===== config.mk =====
export PLATFORM = sky130hd
export DESIGN_NAME = tank_input_scheduler
export DESIGN_NICKNAME = d
export VERILOG_FILES = /design/src/rtl/tank_input_scheduler.sv
export SDC_FILE = /design/constraint.sdc
export NUM_CORES = 1
export LEC_CHECK = 0
export ABC_AREA = 1
export CORE_MARGIN = 2
export CORE_UTILIZATION = 54
export DETAILED_ROUTE_END_ITERATION = 10
export PLACE_DENSITY = 0.79
export SYNTH_ARGS = -nofsm -noshare
export SYNTH_HDL_FRONTEND = slang
export SYNTH_SLANG_ARGS = --single-unit
export TNS_END_PERCENT = 1

===== constraint.sdc =====
create_clock -name Clk -period 2 [get_ports Clk]
set_input_delay 0.3 -clock Clk [delete_from_list [all_inputs] [get_ports Clk]]
set_output_delay 0.3 -clock Clk [all_outputs]
set_load 0.02 [all_outputs]

===== src/rtl/tank_input_scheduler.sv =====
// Per-frame keyboard scan, movement decode and fire arbitration for two tanks.
// Optional feature: define TANK_AUTOFIRE_EN for level-triggered (held-key) fire.
module tank_input_scheduler #(
    parameter int unsigned COOLDOWN  = 16,
    parameter int unsigned MAX_SHOTS = 5
) (
    input  logic        Clk,
    input  logic        Reset_n,
    input  logic        frame_tick,
    input  logic [31:0] keycode,
    input  logic [1:0]  shot_done,
    input  logic        spawn_ready,
    output logic        spawn_valid,
    output logic        spawn_player,
    output logic        move1,
    output logic        move2,
    output logic [1:0]  dir1,
    output logic [1:0]  dir2,
    output logic [2:0]  live1,
    output logic [2:0]  live2
);

    localparam logic [3:0] COOL_LOAD = (COOLDOWN > 15) ? 4'd15 : 4'(COOLDOWN);
    localparam logic [2:0] SHOT_MAX  = 3'(MAX_SHOTS);

    typedef enum logic [1:0] {S_IDLE, S_SCAN, S_DECIDE, S_OFFER} state_t;

    state_t          r_state;
    logic [31:0]     r_scan;
    logic [9:0]      r_hit;
    logic [1:0]      r_slot;
    logic [1:0][3:0] r_cool;
    logic [1:0][2:0] r_live;
    logic [1:0]      r_move;
    logic [1:0][1:0] r_dir;
    logic            r_last_grant;
    logic            r_spawn_valid;
    logic            r_spawn_player;
`ifndef TANK_AUTOFIRE_EN
    logic [1:0]      r_fire_prev;
`endif

    logic [7:0] w_slot_key;
    logic [9:0] w_slot_hits;
    logic [1:0] w_fire;
    logic [1:0] w_req;
    logic       w_winner;
    logic       w_accept;
    logic [1:0] w_inc;

    // Hit bits: [3:0] P1 left/right/down/up, [4] P1 fire, [8:5] P2 dirs, [9] P2 fire.
    function automatic logic [9:0] key_hits(input logic [7:0] k);
        case (k)
            8'h04:   key_hits = 10'h001;
            8'h07:   key_hits = 10'h002;
            8'h16:   key_hits = 10'h004;
            8'h1A:   key_hits = 10'h008;
            8'h2C:   key_hits = 10'h010;
            8'h50:   key_hits = 10'h020;
            8'h4F:   key_hits = 10'h040;
            8'h51:   key_hits = 10'h080;
            8'h52:   key_hits = 10'h100;
            8'h28:   key_hits = 10'h200;
            default: key_hits = 10'h000;
        endcase
    endfunction

    function automatic logic [1:0] pick_dir(input logic [3:0] h, input logic [1:0] held);
        if (h[0])      pick_dir = 2'b00;
        else if (h[1]) pick_dir = 2'b01;
        else if (h[2]) pick_dir = 2'b10;
        else if (h[3]) pick_dir = 2'b11;
        else           pick_dir = held;
    endfunction

    always_comb begin
        w_slot_key  = r_scan[{r_slot, 3'b000} +: 8];
        w_slot_hits = key_hits(w_slot_key);
`ifdef TANK_AUTOFIRE_EN
        w_fire = {r_hit[9], r_hit[4]};
`else
        w_fire = {r_hit[9], r_hit[4]} & ~r_fire_prev;
`endif
        for (int p = 0; p < 2; p++) begin
            w_req[p] = w_fire[p] && (r_cool[p] == 4'd0) && (r_live[p] < SHOT_MAX);
        end
        case (w_req)
            2'b01:   w_winner = 1'b0;
            2'b10:   w_winner = 1'b1;
            2'b11:   w_winner = ~r_last_grant;
            default: w_winner = 1'b0;
        endcase
        w_accept = (r_state == S_OFFER) && spawn_ready;
        for (int p = 0; p < 2; p++) begin
            w_inc[p] = w_accept && (r_spawn_player == 1'(p));
        end
    end

    always_ff @(posedge Clk) begin
        if (!Reset_n) begin
            r_state        <= S_IDLE;
            r_scan         <= '0;
            r_hit          <= '0;
            r_slot         <= '0;
            r_cool         <= '0;
            r_live         <= '0;
            r_move         <= '0;
            r_dir          <= '0;
            r_last_grant   <= 1'b1;
            r_spawn_valid  <= 1'b0;
            r_spawn_player <= 1'b0;
`ifndef TANK_AUTOFIRE_EN
            r_fire_prev    <= '0;
`endif
        end else begin
            // Per-player bookkeeping runs regardless of FSM state; accept load beats tick decrement.
            for (int p = 0; p < 2; p++) begin
                if (w_inc[p])
                    r_cool[p] <= COOL_LOAD;
                else if (frame_tick && (r_cool[p] != 4'd0))
                    r_cool[p] <= r_cool[p] - 4'd1;

                if (w_inc[p] && !shot_done[p] && (r_live[p] < SHOT_MAX))
                    r_live[p] <= r_live[p] + 3'd1;
                else if (!w_inc[p] && shot_done[p] && (r_live[p] != 3'd0))
                    r_live[p] <= r_live[p] - 3'd1;
            end

            case (r_state)
                S_IDLE: begin
                    if (frame_tick) begin
                        r_scan  <= keycode;
                        r_hit   <= '0;
                        r_slot  <= '0;
                        r_state <= S_SCAN;
                    end
                end
                S_SCAN: begin
                    r_hit  <= r_hit | w_slot_hits;
                    r_slot <= r_slot + 2'd1;
                    if (r_slot == 2'd3) r_state <= S_DECIDE;
                end
                S_DECIDE: begin
                    r_move[0] <= |r_hit[3:0];
                    r_move[1] <= |r_hit[8:5];
                    r_dir[0]  <= pick_dir(r_hit[3:0], r_dir[0]);
                    r_dir[1]  <= pick_dir(r_hit[8:5], r_dir[1]);
`ifndef TANK_AUTOFIRE_EN
                    r_fire_prev <= {r_hit[9], r_hit[4]};
`endif
                    if (|w_req) begin
                        r_spawn_valid  <= 1'b1;
                        r_spawn_player <= w_winner;
                        r_state        <= S_OFFER;
                    end else begin
                        r_state <= S_IDLE;
                    end
                end
                S_OFFER: begin
                    if (spawn_ready) begin
                        r_spawn_valid <= 1'b0;
                        r_last_grant  <= r_spawn_player;
                        r_state       <= S_IDLE;
                    end
                end
                default: r_state <= S_IDLE;
            endcase
        end
    end

    assign spawn_valid  = r_spawn_valid;
    assign spawn_player = r_spawn_player;
    assign move1        = r_move[0];
    assign move2        = r_move[1];
    assign dir1         = r_dir[0];
    assign dir2         = r_dir[1];
    assign live1        = r_live[0];
    assign live2        = r_live[1];

endmodule

==> impl_metrics.yaml <==
placed_design:
  place_worst_setup_slack_ns: -0.01026
  globalplace.congestion: 0.9008
  quantity_of_i_o_buffers_inserted_on_ports: 51
  place_hpwl_microns: 5655
  post_dp_cell_area_sq_um: 4149
power_and_ir_drop:
  p_leak_nw: 1.909
  powerDensity_nw_per_um2: 1119
  internal_power_mw: 2.910
  combinationalPowerShare: 0.408
  power.share.sequential: 0.395
  power_frac_clock: 0.197
  power.total_mw: 4.812
  switching_power_mw: 1.903
  ir_drop_mv: 0.7534
  power_switching_share: 0.3954
floorplan:
  core_area_sq_um: 6386
  io-pin-count: 52
  floorplan.initialDensity: 0.5584
  dieArea_sq_um: 7269
  placementRows: 29
  die_w_microns: 85.26
  chip_height_microns: 85.26
status:
  outcome: "finished, final reports clean"
setup_path:
  crit_path_start_kind: "flop"
  worstSetupStartpoint: "live2[0]$_SDFFE_PN0P_"
  critical_path.reg2reg.endpoint: "live1[2]$_SDFFE_PN0P_"
  path_cells: "clkdlybuf4s50_1"
  worst-endpoint-required_ns: 1.70
  cp_max_fo: 6
  cp.arrival_ns: 1.44
  critPathKind: "flop to output pin"
  cp_max_stage_delay_ns: 0.66
  crit_path_top_delay_cell: "sky130_fd_sc_hd__clkdlybuf4s50_1"
  critPathTopFamily: "buffers and inverters"
  worstSetupPathDepth: 1
  endpoint_kind: "output pin"
  regToRegSetupSlack_ns: 0.28
  r2r_cells: 10
  regToRegStartpoint: "r_state[0]$_SDFFE_PN0P_"
  critical_path.endpoint: "live2[0]"
  path_buf_inv: 1
detailed_routing:
  highest_layer_used_for_signal_routing: "met4"
  wirelength_microns: 7855
  route.antenna.remaining_nets: 0
  detailed_route_drc_error_count: 0
  wl_met3_microns: 317
  via_per_inst: 5.160
  drt_first_pass_iters: 5
  wl_met1_microns: 3508
  routed-via-count: 3447
  routed_wire_length_per_instance_microns: 11.76
  drt_first_iter_violations: 196
  routed-wl-met2_microns: 3825
sta:
  final-setup-viol-count: 0
  finalCritPeriodShare: 0.8725
  slew_viol_final: 0
  maxSlewHeadroom: 0.5754
  hold_viol: 0
  final.min_clock_period_ns: 1.745
  rsz0062_at_grt: "false"
  clock-skew-final_ns: 0.006855
  tightestPinTransition_ns: 0.6362
  hold-worst-slack_ns: 0.4668
  clock.fmax_mhz: 573.1
  postLayoutSetupSlackWorst_ns: 0.2550
synth:
  number_of_distinct_standard_cells_referenced_by_the_synthesized_netlist: 32
  postSynthCellCount: 536
  syn-cell-area_sq_um: 3566
  seq_area_frac_synth: 0.3986
  total_number_of_yosys_warnings: 0
  syn_area_per_cell_sq_um: 6.653
  postSynthNetCount: 581
  synth_seq_cells: 71
final_layout:
  fill_cells: 566
  fin_nets: 634
  post_route_design_area_sq_um: 4300
  num_antenna_cells: 0
  area.growth.synth_to_final_pct: 20.60
  post_route_cells_drive_above_1_share: 0.06937
  post-route-util: 0.6734
global_route:
  first_global_vias: 3231
  antenna_found_initial: 0
  overflow: 0
  grt_usage: 0.2320
  maximum_number_of_pins_on_one_net_before_global_route_repair: 38
  first_pass_grt_wire_length_microns: 13660
clock_tree:
  postCtsHoldBufs: 0
  clock_tree.root_cell: "sky130_fd_sc_hd__clkbuf_8"
  cts_tree: "yes"
  clkLatencyLatePin_ns: 0.34
  cts_inserted_buffers: 9
  cts-htree-levels: 3
  ctsLongestPathBuffers: 2
  clk_sink_count: 71
  cts_repair_resize_count: 0
  cts.clk_slew.worst_paths_ns: 0.07
  cts.repair_timing.setup_buffer_count: 0
flow_run:
  timing.max_cap.violations: 0
min_path:
  hold_path_depth: 2
  hold_class: "flop to flop"
## per-stage QoR
step                      setup TNS (ns)  instances
final                                  0        668
after CTS                              0        668
after floorplan                        0        536
after global placement                 0        655
after detailed placement        -0.01026        655
after global routing                   0        668
## synth_stat cells
library cell	n	area share
sky130_fd_sc_hd__a211oi_1	2	0.0042
sky130_fd_sc_hd__a21oi_1	40	0.056
sky130_fd_sc_hd__a31oi_1	1	0.0018
sky130_fd_sc_hd__and2_4	1	0.0025
sky130_fd_sc_hd__buf_2	9	0.013
sky130_fd_sc_hd__buf_4	4	0.0084
sky130_fd_sc_hd__buf_6	5	0.016
sky130_fd_sc_hd__clkbuf_1	6	0.0063
sky130_fd_sc_hd__clkinv_1	1	0.0011
sky130_fd_sc_hd__clkinv_2	1	0.0014
sky130_fd_sc_hd__dfxtp_1	71	0.40
sky130_fd_sc_hd__fa_1	2	0.011
sky130_fd_sc_hd__ha_1	5	0.018
sky130_fd_sc_hd__inv_1	42	0.044
sky130_fd_sc_hd__inv_2	3	0.0032
sky130_fd_sc_hd__nand2_1	149	0.16
sky130_fd_sc_hd__nand2b_1	1	0.0018
sky130_fd_sc_hd__nand3_1	30	0.042
sky130_fd_sc_hd__nand3_2	2	0.0056
sky130_fd_sc_hd__nand3_4	1	0.0049
sky130_fd_sc_hd__nand3b_1	1	0.0021
sky130_fd_sc_hd__nand4_1	2	0.0035
sky130_fd_sc_hd__nand4_2	1	0.0035
sky130_fd_sc_hd__nor2_1	91	0.096
sky130_fd_sc_hd__nor2_2	3	0.0053
sky130_fd_sc_hd__nor2_4	1	0.0032
sky130_fd_sc_hd__nor3_1	1	0.0014
sky130_fd_sc_hd__o2111ai_1	1	0.0025
sky130_fd_sc_hd__o211ai_1	1	0.0021
sky130_fd_sc_hd__o21ai_0	48	0.067
sky130_fd_sc_hd__o21ai_1	7	0.0098
sky130_fd_sc_hd__xor2_1	3	0.0074
## power groups by stage
stage	clock, mW	combinational [mW]	sequential (mW)
5_1_grt	1.03	2.26	1.94
3_3_place_gp	0	1.90	1.92
3_5_place_dp	0	1.96	1.93
4_1_cts	0.969	1.97	1.90
6_report	0.947	1.97	1.90
2_1_floorplan	0	1.43	1.95
## cells in the final DEF, fill, tap and decap left out, types with 5 or more instances in the layout
cell                              count
sky130_fd_sc_hd__a21oi_1             40
sky130_fd_sc_hd__buf_4               14
sky130_fd_sc_hd__clkbuf_8            10
sky130_fd_sc_hd__clkdlybuf4s50_1     51
sky130_fd_sc_hd__dfxtp_1             71
sky130_fd_sc_hd__ha_1                 5
sky130_fd_sc_hd__inv_1               42
sky130_fd_sc_hd__nand2_1            149
sky130_fd_sc_hd__nand3_1             30
sky130_fd_sc_hd__nor2_1              91
sky130_fd_sc_hd__o21ai_0             48
sky130_fd_sc_hd__o21ai_1              7
## per-layer routing
metal,GRT usage,vias to the layer above
li1,-,1807
met1,0.2764,1545
met2,0.4013,74
met3,0.03988,21
met4,0.1154,0
met5,0,-
## worst register-to-register path, cell delays in order (launching register included)
cell and delay [ns]:
sky130_fd_sc_hd__dfxtp_1 0.52, sky130_fd_sc_hd__nand3_4 0.15, sky130_fd_sc_hd__nor2_2 0.14, sky130_fd_sc_hd__nand3_2 0.09
sky130_fd_sc_hd__fa_1 0.40, sky130_fd_sc_hd__inv_1 0.07, sky130_fd_sc_hd__nand2_1 0.05, sky130_fd_sc_hd__nand2_1 0.08
sky130_fd_sc_hd__nand2_1 0.05, sky130_fd_sc_hd__nand2_1 0.05, sky130_fd_sc_hd__nor2_1 0.04
## cells by family (layout without fill, tap and decap cells)
kind of cell | Yosys count | count (layout) | synth area share
XOR/XNOR | 3 | 3 | 0.007370
adder cells (fa/ha/maj) | 7 | 7 | 0.02877
AO/OA/AOI/OAI | 100 | 100 | 0.1439
flip-flops | 71 | 71 | 0.3986
buffers and inverters | 71 | 126 | 0.09298
AND/OR/NAND/NOR | 284 | 284 | 0.3284
## worst min path at each step
| stage | from | end | slack, ns |
|---|---|---|---|
| CTS | r_scan[22]$_SDFFE_PN0P_ | r_scan[22]$_SDFFE_PN0P_ | 0.47 |
| global placement | r_cool[4]$_SDFFE_PN0P_ | r_cool[4]$_SDFFE_PN0P_ | 0.45 |
| global route | r_cool[6]$_SDFFE_PN0P_ | r_cool[6]$_SDFFE_PN0P_ | 0.49 |
| detailed placement | r_scan[22]$_SDFFE_PN0P_ | r_scan[22]$_SDFFE_PN0P_ | 0.46 |
| finish | r_move[1]$_SDFFE_PN0P_ | r_move[1]$_SDFFE_PN0P_ | 0.47 |
| floorplan | r_last_grant$_SDFFE_PN1N_ | r_last_grant$_SDFFE_PN1N_ | 0.43 |
## state kept, by name, indices dropped and copies added (netlist names), 2 cells and up
name	cells
r_scan	32
r_hit	10
r_cool	8
live1	3
live2	3
dir1	2
dir2	2
r_fire_prev	2
r_move	2
r_slot	2
r_state	2
## area by class of cell
cell class              instances  area (sq um)  area share
multi-input cells             394          1818      0.4228
flip-flops and latches         71          1421      0.3305
repair buffers                 66         635.6      0.1478
inverters                      47         177.7     0.04132
clock buffers                  11         141.4     0.03288
well taps                      77         96.34     0.02240
clock inverters                 2         10.01    0.002328
No activity file was read; power rests on OpenSTA's default activity.
